--- src/rtl/systolic_job_scheduler.sv ---
// Shares one systolic controller between the instruction decoder (port 0) and
// the host/debug path (port 1): round-robin grant, start/config drive, watchdog.
module systolic_job_scheduler #(
  parameter int unsigned TIMEOUT_CYCLES = 1023
) (
  input  logic        clk,
  input  logic        rst_n,
  input  logic [1:0]  req_valid,
  output logic [1:0]  req_ready,
  input  logic [18:0] req0_desc,
  input  logic [18:0] req1_desc,
  output logic [1:0]  resp_done,
  output logic [1:0]  resp_err,
  output logic        sys_start,
  output logic [1:0]  sys_mode,
  output logic [7:0]  sys_rows,
  output logic [7:0]  sys_acc_addr,
  output logic        sys_acc_clear,
  input  logic        sys_busy,
  input  logic        sys_done,
  output logic        sched_busy,
  output logic        grant_id,
  output logic [15:0] job_count
);

  localparam int unsigned WDOG_W = 16;
  localparam int unsigned CNT_W  = 16;

  typedef struct packed {
    logic [1:0] mode;
    logic [7:0] rows;
    logic [7:0] acc_addr;
    logic       acc_clear;
  } desc_t;

  typedef enum logic [2:0] {
    S_IDLE,
    S_ISSUE,
    S_WAIT_BUSY,
    S_RUN,
    S_RESP
  } state_t;

  state_t            state;
  state_t            next_state;
  desc_t             win_desc;
  logic              win_id;
  logic              grant_ok;
  logic              timeout_hit;
  logic              rr_last;
  logic [WDOG_W-1:0] wdog_cnt;

  logic              start_d;
  logic              clear_d;
  logic              sched_busy_d;
  logic [1:0]        done_d;
  logic [1:0]        err_d;

  // Round-robin pick: on a tie the requester not served last wins
  always_comb begin
    win_id = req_valid[1];
    if (req_valid == 2'b11) begin
      win_id = ~rr_last;
    end
    win_desc  = win_id ? desc_t'(req1_desc) : desc_t'(req0_desc);
    grant_ok  = rst_n && (state == S_IDLE) && !sys_busy && (req_valid != 2'b00);
    req_ready = {grant_ok && win_id, grant_ok && !win_id};
  end

  // A done arriving on the timeout cycle still counts as success
  assign timeout_hit = (wdog_cnt == WDOG_W'(TIMEOUT_CYCLES)) && !sys_done;

  // State register
  always_ff @(posedge clk) begin
    if (!rst_n) begin
      state <= S_IDLE;
    end else begin
      state <= next_state;
    end
  end

  // Next-state logic
  always_comb begin
    next_state = state;
    case (state)
      S_IDLE: begin
        if (grant_ok) begin
          next_state = S_ISSUE;
        end
      end
      S_ISSUE: begin
        next_state = S_WAIT_BUSY;
      end
      S_WAIT_BUSY: begin
        if (sys_done || timeout_hit) begin
          next_state = S_RESP;
        end else if (sys_busy) begin
          next_state = S_RUN;
        end
      end
      S_RUN: begin
        if (sys_done || timeout_hit) begin
          next_state = S_RESP;
        end
      end
      S_RESP: begin
        next_state = S_IDLE;
      end
      default: begin
        next_state = S_IDLE;
      end
    endcase
  end

  // Output logic: next values of the registered outputs
  always_comb begin
    start_d      = 1'b0;
    clear_d      = 1'b0;
    done_d       = 2'b00;
    err_d        = 2'b00;
    sched_busy_d = (next_state != S_IDLE);
    if (state == S_IDLE && grant_ok) begin
      start_d = 1'b1;
      clear_d = win_desc.acc_clear;
    end
    if (next_state == S_RESP) begin
      if (sys_done) begin
        done_d = grant_id ? 2'b10 : 2'b01;
      end else begin
        err_d  = grant_id ? 2'b10 : 2'b01;
      end
    end
  end

  // Registered outputs, latched descriptor, watchdog and fairness state
  always_ff @(posedge clk) begin
    if (!rst_n) begin
      sys_start     <= 1'b0;
      sys_acc_clear <= 1'b0;
      sys_mode      <= 2'b00;
      sys_rows      <= 8'h00;
      sys_acc_addr  <= 8'h00;
      resp_done     <= 2'b00;
      resp_err      <= 2'b00;
      sched_busy    <= 1'b0;
      grant_id      <= 1'b0;
      job_count     <= '0;
      wdog_cnt      <= '0;
      rr_last       <= 1'b1;
    end else begin
      sys_start     <= start_d;
      sys_acc_clear <= clear_d;
      resp_done     <= done_d;
      resp_err      <= err_d;
      sched_busy    <= sched_busy_d;
      if (state == S_IDLE && grant_ok) begin
        sys_mode     <= win_desc.mode;
        sys_rows     <= win_desc.rows;
        sys_acc_addr <= win_desc.acc_addr;
        grant_id     <= win_id;
      end
      if (state == S_ISSUE) begin
        wdog_cnt <= '0;
      end else if (state == S_WAIT_BUSY || state == S_RUN) begin
        wdog_cnt <= wdog_cnt + WDOG_W'(1);
      end
      if (next_state == S_RESP && sys_done) begin
        job_count <= job_count + CNT_W'(1);
      end
      if (state == S_RESP) begin
        rr_last <= grant_id;
      end
    end
  end

  // Handshake and response encodings never carry more than one bit
  a_ready_onehot: assert property (@(posedge clk) disable iff (!rst_n) $onehot0(req_ready));
  a_resp_onehot:  assert property (@(posedge clk) disable iff (!rst_n) $onehot0({resp_done, resp_err}));

endmodule

--- config.mk ---
export PLATFORM = sky130hd
export DESIGN_NAME = systolic_job_scheduler
export DESIGN_NICKNAME = d
export VERILOG_FILES = /design/src/rtl/systolic_job_scheduler.sv
export SDC_FILE = /design/constraint.sdc
export NUM_CORES = 1
export LEC_CHECK = 0
export ABC_AREA = 1
export CORE_MARGIN = 3
export CORE_UTILIZATION = 47
export DETAILED_ROUTE_END_ITERATION = 16
export GPL_ROUTABILITY_DRIVEN = 0
export PLACE_DENSITY = 0.81
export SLEW_MARGIN = 20
export SYNTH_ARGS = -nofsm -noshare
export SYNTH_HDL_FRONTEND = slang
export SYNTH_SLANG_ARGS = --single-unit
--- constraint.sdc ---
create_clock -name clk -period 1.6 [get_ports clk]
set_input_delay 0.24 -clock clk [delete_from_list [all_inputs] [get_ports clk]]
set_output_delay 0.24 -clock clk [all_outputs]
set_load 0.02 [all_outputs]
* After elaboration in Yosys (flattened, before gate mapping) *
Cells that the tools add are included.

word-level totals
  logic and storage cells = 54
  register bits = 62
  bits of input ports = 44

operators by class
  reductions and logical operators = 20
  eq/ne operators = 7
  muxes and demuxes = 9
  bitwise gates (word level) = 3
  add/subtract/negate cells = 2

operator list
  cell                                                                count
  16-bit by 1-bit adder with 16-bit output (second input constant)    2
  19-bit two-way mux                                                  1
  16-bit by 10-bit == test with 1-bit output (second input constant)  1
  3-bit two-way mux                                                   4
  3-bit one-hot mux with 4 select lines                               1
  1-bit logical AND                                                   8
  3-bit by 2-bit == test with 1-bit output (second input constant)    2
  3-bit == test (second input constant)                               2
  3-bit by 1-bit == test with 1-bit output (second input constant)    1
  1-bit logical NOT                                                   3
  3-bit logical NOT                                                   1
  1-bit NOT                                                           3
  3-bit AND reduction                                                 1
  3-bit nonzero test                                                  1
  3-bit OR reduction                                                  1
  2-bit == test (second input constant)                               1
  1-bit logical OR                                                    2
  1-bit two-way mux                                                   2
  2-bit two-way mux                                                   1
  2-bit AND reduction                                                 1
  2-bit nonzero test                                                  1
  2-bit OR reduction                                                  1

* Logic depth before layout (Yosys ltp) *
  depth in word-level cells = 9
  gate-level depth with buffers = 10
  depth with buffers taken out = 10

* Worst setup path after synthesis *
OpenSTA, ideal clock, no wires.

  kind = reg2reg
  from = reg job_count[0]
  to = reg job_count[8]
  setup slack = 134 ps
  cell stages (with the launch flop) = 11
  data arrival time = 1353 ps
  path buffers = 0
  setup time = 113 ps
  cell sequence = dfxtp_1 ha_1 nand2_1 inv_1 nand2_1 nor2_4 nand2_1 nor2_1 nand2_1 nand2_1 nor2_1

on the way
  word-level cells in the longest chain between the ends = 1

ends and longest elaborated chain
  element                                   RTL line  text
  start: declaration                        23        output logic [15:0] job_count
  start signal: assignment                  168       job_count <= job_count + CNT_W'(1);
  16-bit by 1-bit adder with 16-bit output  168

Every way passes these cells.
A chain may end at the register's enable or synchronous reset.

* Final worst setup path *
  from = reg job_count[14]
  to = out job_count[14]

No word-level cell between the ends.

==> qor_table.md <==
| Group | Result | Value |
|---|---|---|
| power | Peak supply drop | 0.000499 V |
| worst setup path | Highest cell delay on the worst timing path | 0.62 ns |
| yosys | Number of enable flip-flop cells after synthesis | 0 |
| yosys | Post-synthesis instance area | 2880 sq um |
| grt | Maximum number of pins on one net before global-route repair | 29 |
| grt | GR Overflow Total | 0 |
| grt | Via count of the first global-routing pass | 2916 |
| yosys | Sequential area share after synthesis | 43.1% |
| worst setup path | Number of buffers and inverters on the critical path | 1 |
| worst setup path | Chain of cells forming the critical path | clkdlybuf4s50_1 |
| worst setup path | Startpoint kind of the worst setup timing path | flop |
| yosys | Commonest register cell after synthesis | sky130_fd_sc_hd__dfxtp_1 |
| yosys | Top-count cell post-synth | sky130_fd_sc_hd__nand2_1 |
| grt | Global-route wire length before repair | 12800 um |
| route | Total length of routed wires | 7420 um |
| yosys | Share of flip-flops with an asynchronous set or reset after synthesis | 0% |
| clocking | Number of clock sinks | 62 |
| route | Avg WL per Cell | 12.3 um |
| yosys | Cells after Synth | 420 |
| yosys | Post-synthesis area per instance | 6.85 sq um |
| clocking | CTS H-Tree Depth | 3 |
| layout | Fin cells | 603 |
| place | Number of input and output port buffers inserted | 87 |
| floorplanning | Number of placed I/O pins | 88 |
| yosys | Ranking of synthesized cells by area | sky130_fd_sc_hd__dfxtp_1 (43%), sky130_fd_sc_hd__nand2_1 (17%), sky130_fd_sc_hd__a21oi_1 (7.3%) |
| worst setup path | Cell with the largest stage delay on the worst path | sky130_fd_sc_hd__clkdlybuf4s50_1 |
| floorplanning | Die X-Extent | 84.2 um |
| clocking | Worst skew pair latency | 0.33 ns |
| grt | Number of antenna violations at the first check in global routing | 0 |
| yosys | Most instantiated cells after synthesis | sky130_fd_sc_hd__nand2_1 (131), sky130_fd_sc_hd__dfxtp_1 (62), sky130_fd_sc_hd__a21oi_1 (42) |
| route | Iter 0 DRT Violations | 136 |
| worst setup path | Data required time of the critical path | 1.36 ns |
| run | Number of max-capacitance violations reported | 0 |
| yosys | Synth top area share | 43.1% |
| sta | Slew of the pin with the lowest slew margin | 0.294 ns |
| clocking | Buffers from clock root to sink, at most | 2 |
| yosys | Number of warning messages in the yosys log | 0 |
| worst setup path | Crit Path Category | reg -> out |
| yosys | Library cell with the largest summed area after synthesis | sky130_fd_sc_hd__dfxtp_1 |
| clocking | TritonCTS clock tree | yes |
| power | Leakage dissipation | 0.00185 uW |
| route | Router iterations before antenna repair | 4 |
| clocking | Total clock buffers created by CTS | 9 |
| yosys | Number of storage elements in the synthesis netlist | 62 |
| place | Final HPWL DP | 5590 um |
| floorplanning | DIE AREA | 7090 sq um |
| sta | Min Hold Slack | 0.458 ns |
| worst setup path | Critical path's top delay family | buffers and inverters |
| sta | Post-route minimum period | 1.54 ns |
| layout | Antenna diodes | 0 |
| layout | Flip-flop and latch area | 1240 sq um |
| layout | Layout Utilization | 73.1% |
| sta | Final period util | 96.3% |
| min path | Hold WC Path Type | reg -> reg |
| worst setup path | Crit Path Max Fanout | 3 |
| clocking | CTS root buffer | sky130_fd_sc_hd__clkbuf_8 |
| place | Placed insts | 585 |
| yosys | Number of distinct library cell variants in the gate-level netlist after synthesis | 28 |
| sta | Setup Skew | 0.00797 ns |
| route | Via count | 3049 |
| floorplanning | Floorplan row count | 27 |
| sta | Final count of negative-setup-slack endpoints | 0 |
| layout | Area added between synthesis and finish | 45.1% |
| sta | Remaining max-slew budget at the tightest pin | 80.3% |
| power | PwrDens | 778 nW/um^2 |
| sta | Fin. Hold Viols | 0 |
| layout | Count of fill cells added during filler insertion | 483 |
| power | Total chip power | 3250 uW |
| worst setup path | Worst setup EP type | output pin |
| clocking | Register clock-pin slew on the reported worst setup and hold paths | 0.07 ns |
| route | Number of nets still failing antenna checks after routing | 0 |
| route | DRC Markers | 0 |
| floorplanning | Height of the die | 84.2 um |
| yosys | Nets in the synthesized netlist | 466 |
| worst setup path | Crit path arrival time | 1.30 ns |
| grt | Total global-route track usage | 21.9% |
| floorplanning | Initial core utilization | 50.4% |
| run status | Status | complete, no violations |
| floorplanning | Core Box Area | 5710 sq um |
| route | Vias per cell | 5.06 |
| sta | Highest clock rate | 649 MHz |
| clocking | Post-CTS Hold Fix Bufs | 0 |
| sta | Fin. max-slew vios | 0 |
| layout | Total number of nets in the final design | 572 |
| layout | Multi-input gate area in the final layout | 1480 sq um |
| layout | Layout cells sized above 1 | 12.1% |
## cells in the final DEF, fill, tap and decap left out, types with 5 or more instances in the layout
cell type	count
sky130_fd_sc_hd__a21oi_1	41
sky130_fd_sc_hd__buf_4	24
sky130_fd_sc_hd__clkbuf_8	10
sky130_fd_sc_hd__clkdlybuf4s50_1	66
sky130_fd_sc_hd__dfxtp_1	59
sky130_fd_sc_hd__dlygate4sd2_1	10
sky130_fd_sc_hd__dlymetal6s2s_1	9
sky130_fd_sc_hd__inv_1	32
sky130_fd_sc_hd__nand2_1	131
sky130_fd_sc_hd__nand3_1	35
sky130_fd_sc_hd__nand4_1	8
sky130_fd_sc_hd__nor2_1	36
sky130_fd_sc_hd__nor2_4	5
sky130_fd_sc_hd__nor3_1	6
sky130_fd_sc_hd__o21ai_0	15
## metrics by stage
step                      setup WS, ns  TNS (ns)  area [sq um]
final                           0.0585         0          4170
after global routing          -0.00546  -0.00546          4170
after CTS                     0.000504         0          4100
after detailed placement        -0.530     -5.97          3940
after global placement          -0.557     -5.06          3940
after floorplan                  0.134         0          2880
## final timing paths
| kind | start | to | slack, ns | cells after the start |
|---|---|---|---|---|
| max reg2reg | state[2] | wdog_cnt[15] | 0.14 | 9 |
| max | job_count[14] | job_count[14] | 0.06 | 1 |
| min | job_count[0] | job_count[0] | 0.46 | 1 |
| min reg2reg | job_count[0] | job_count[0] | 0.46 | 1 |
## cell type report
type,instances,share of cell area [%]
sequential,62,29.8
inverter,36,3.24
tap,72,2.16
multi-input combinational,307,35.3
timing repair buffer,110,25.4
clock buffer,12,3.48
clock inverter,4,0.540
## layer usage
| metal | up-vias | wire, um | track usage [%] |
|---|---|---|---|
| met5 | - | 0 | 0 |
| met4 | 0 | 98 | 6.87 |
| met3 | 10 | 690 | 9.72 |
| met2 | 93 | 3420 | 35.7 |
| met1 | 1373 | 3210 | 25.8 |
| li1 | 1573 | - | - |
## flip-flops by register name, indices dropped and copies added, names as in the netlist, 2 cells and up
register      flops
sys_acc_addr      8
job_count        16
sys_rows          8
wdog_cnt         16
resp_done         2
resp_err          2
sys_mode          2
state             3
## cells by family after synthesis
group,Yosys count,synth area share (%)
DFF,62,43.1
adders and majority gates,2,0.870
AOI/OAI and AO/OA,63,11.3
buffers and inverters,51,6.96
and+or+nand+nor,242,37.7
## power by group
group / switching, uW / total, uW / internal (uW)
clock: 580 / 1180 / 597
sequential: 22.7 / 1600 / 1580
combinational: 229 / 466 / 236
total: 832 / 3250 / 2410
## what timing repair did
item                       in CTS  in global routing
setup endpoints to repair      11                 30
buffers inserted                0                  2
resized for setup              23                 20
pin swaps                       1                  3
cloned                          0                  0
Power figures use the tool's default switching activity.
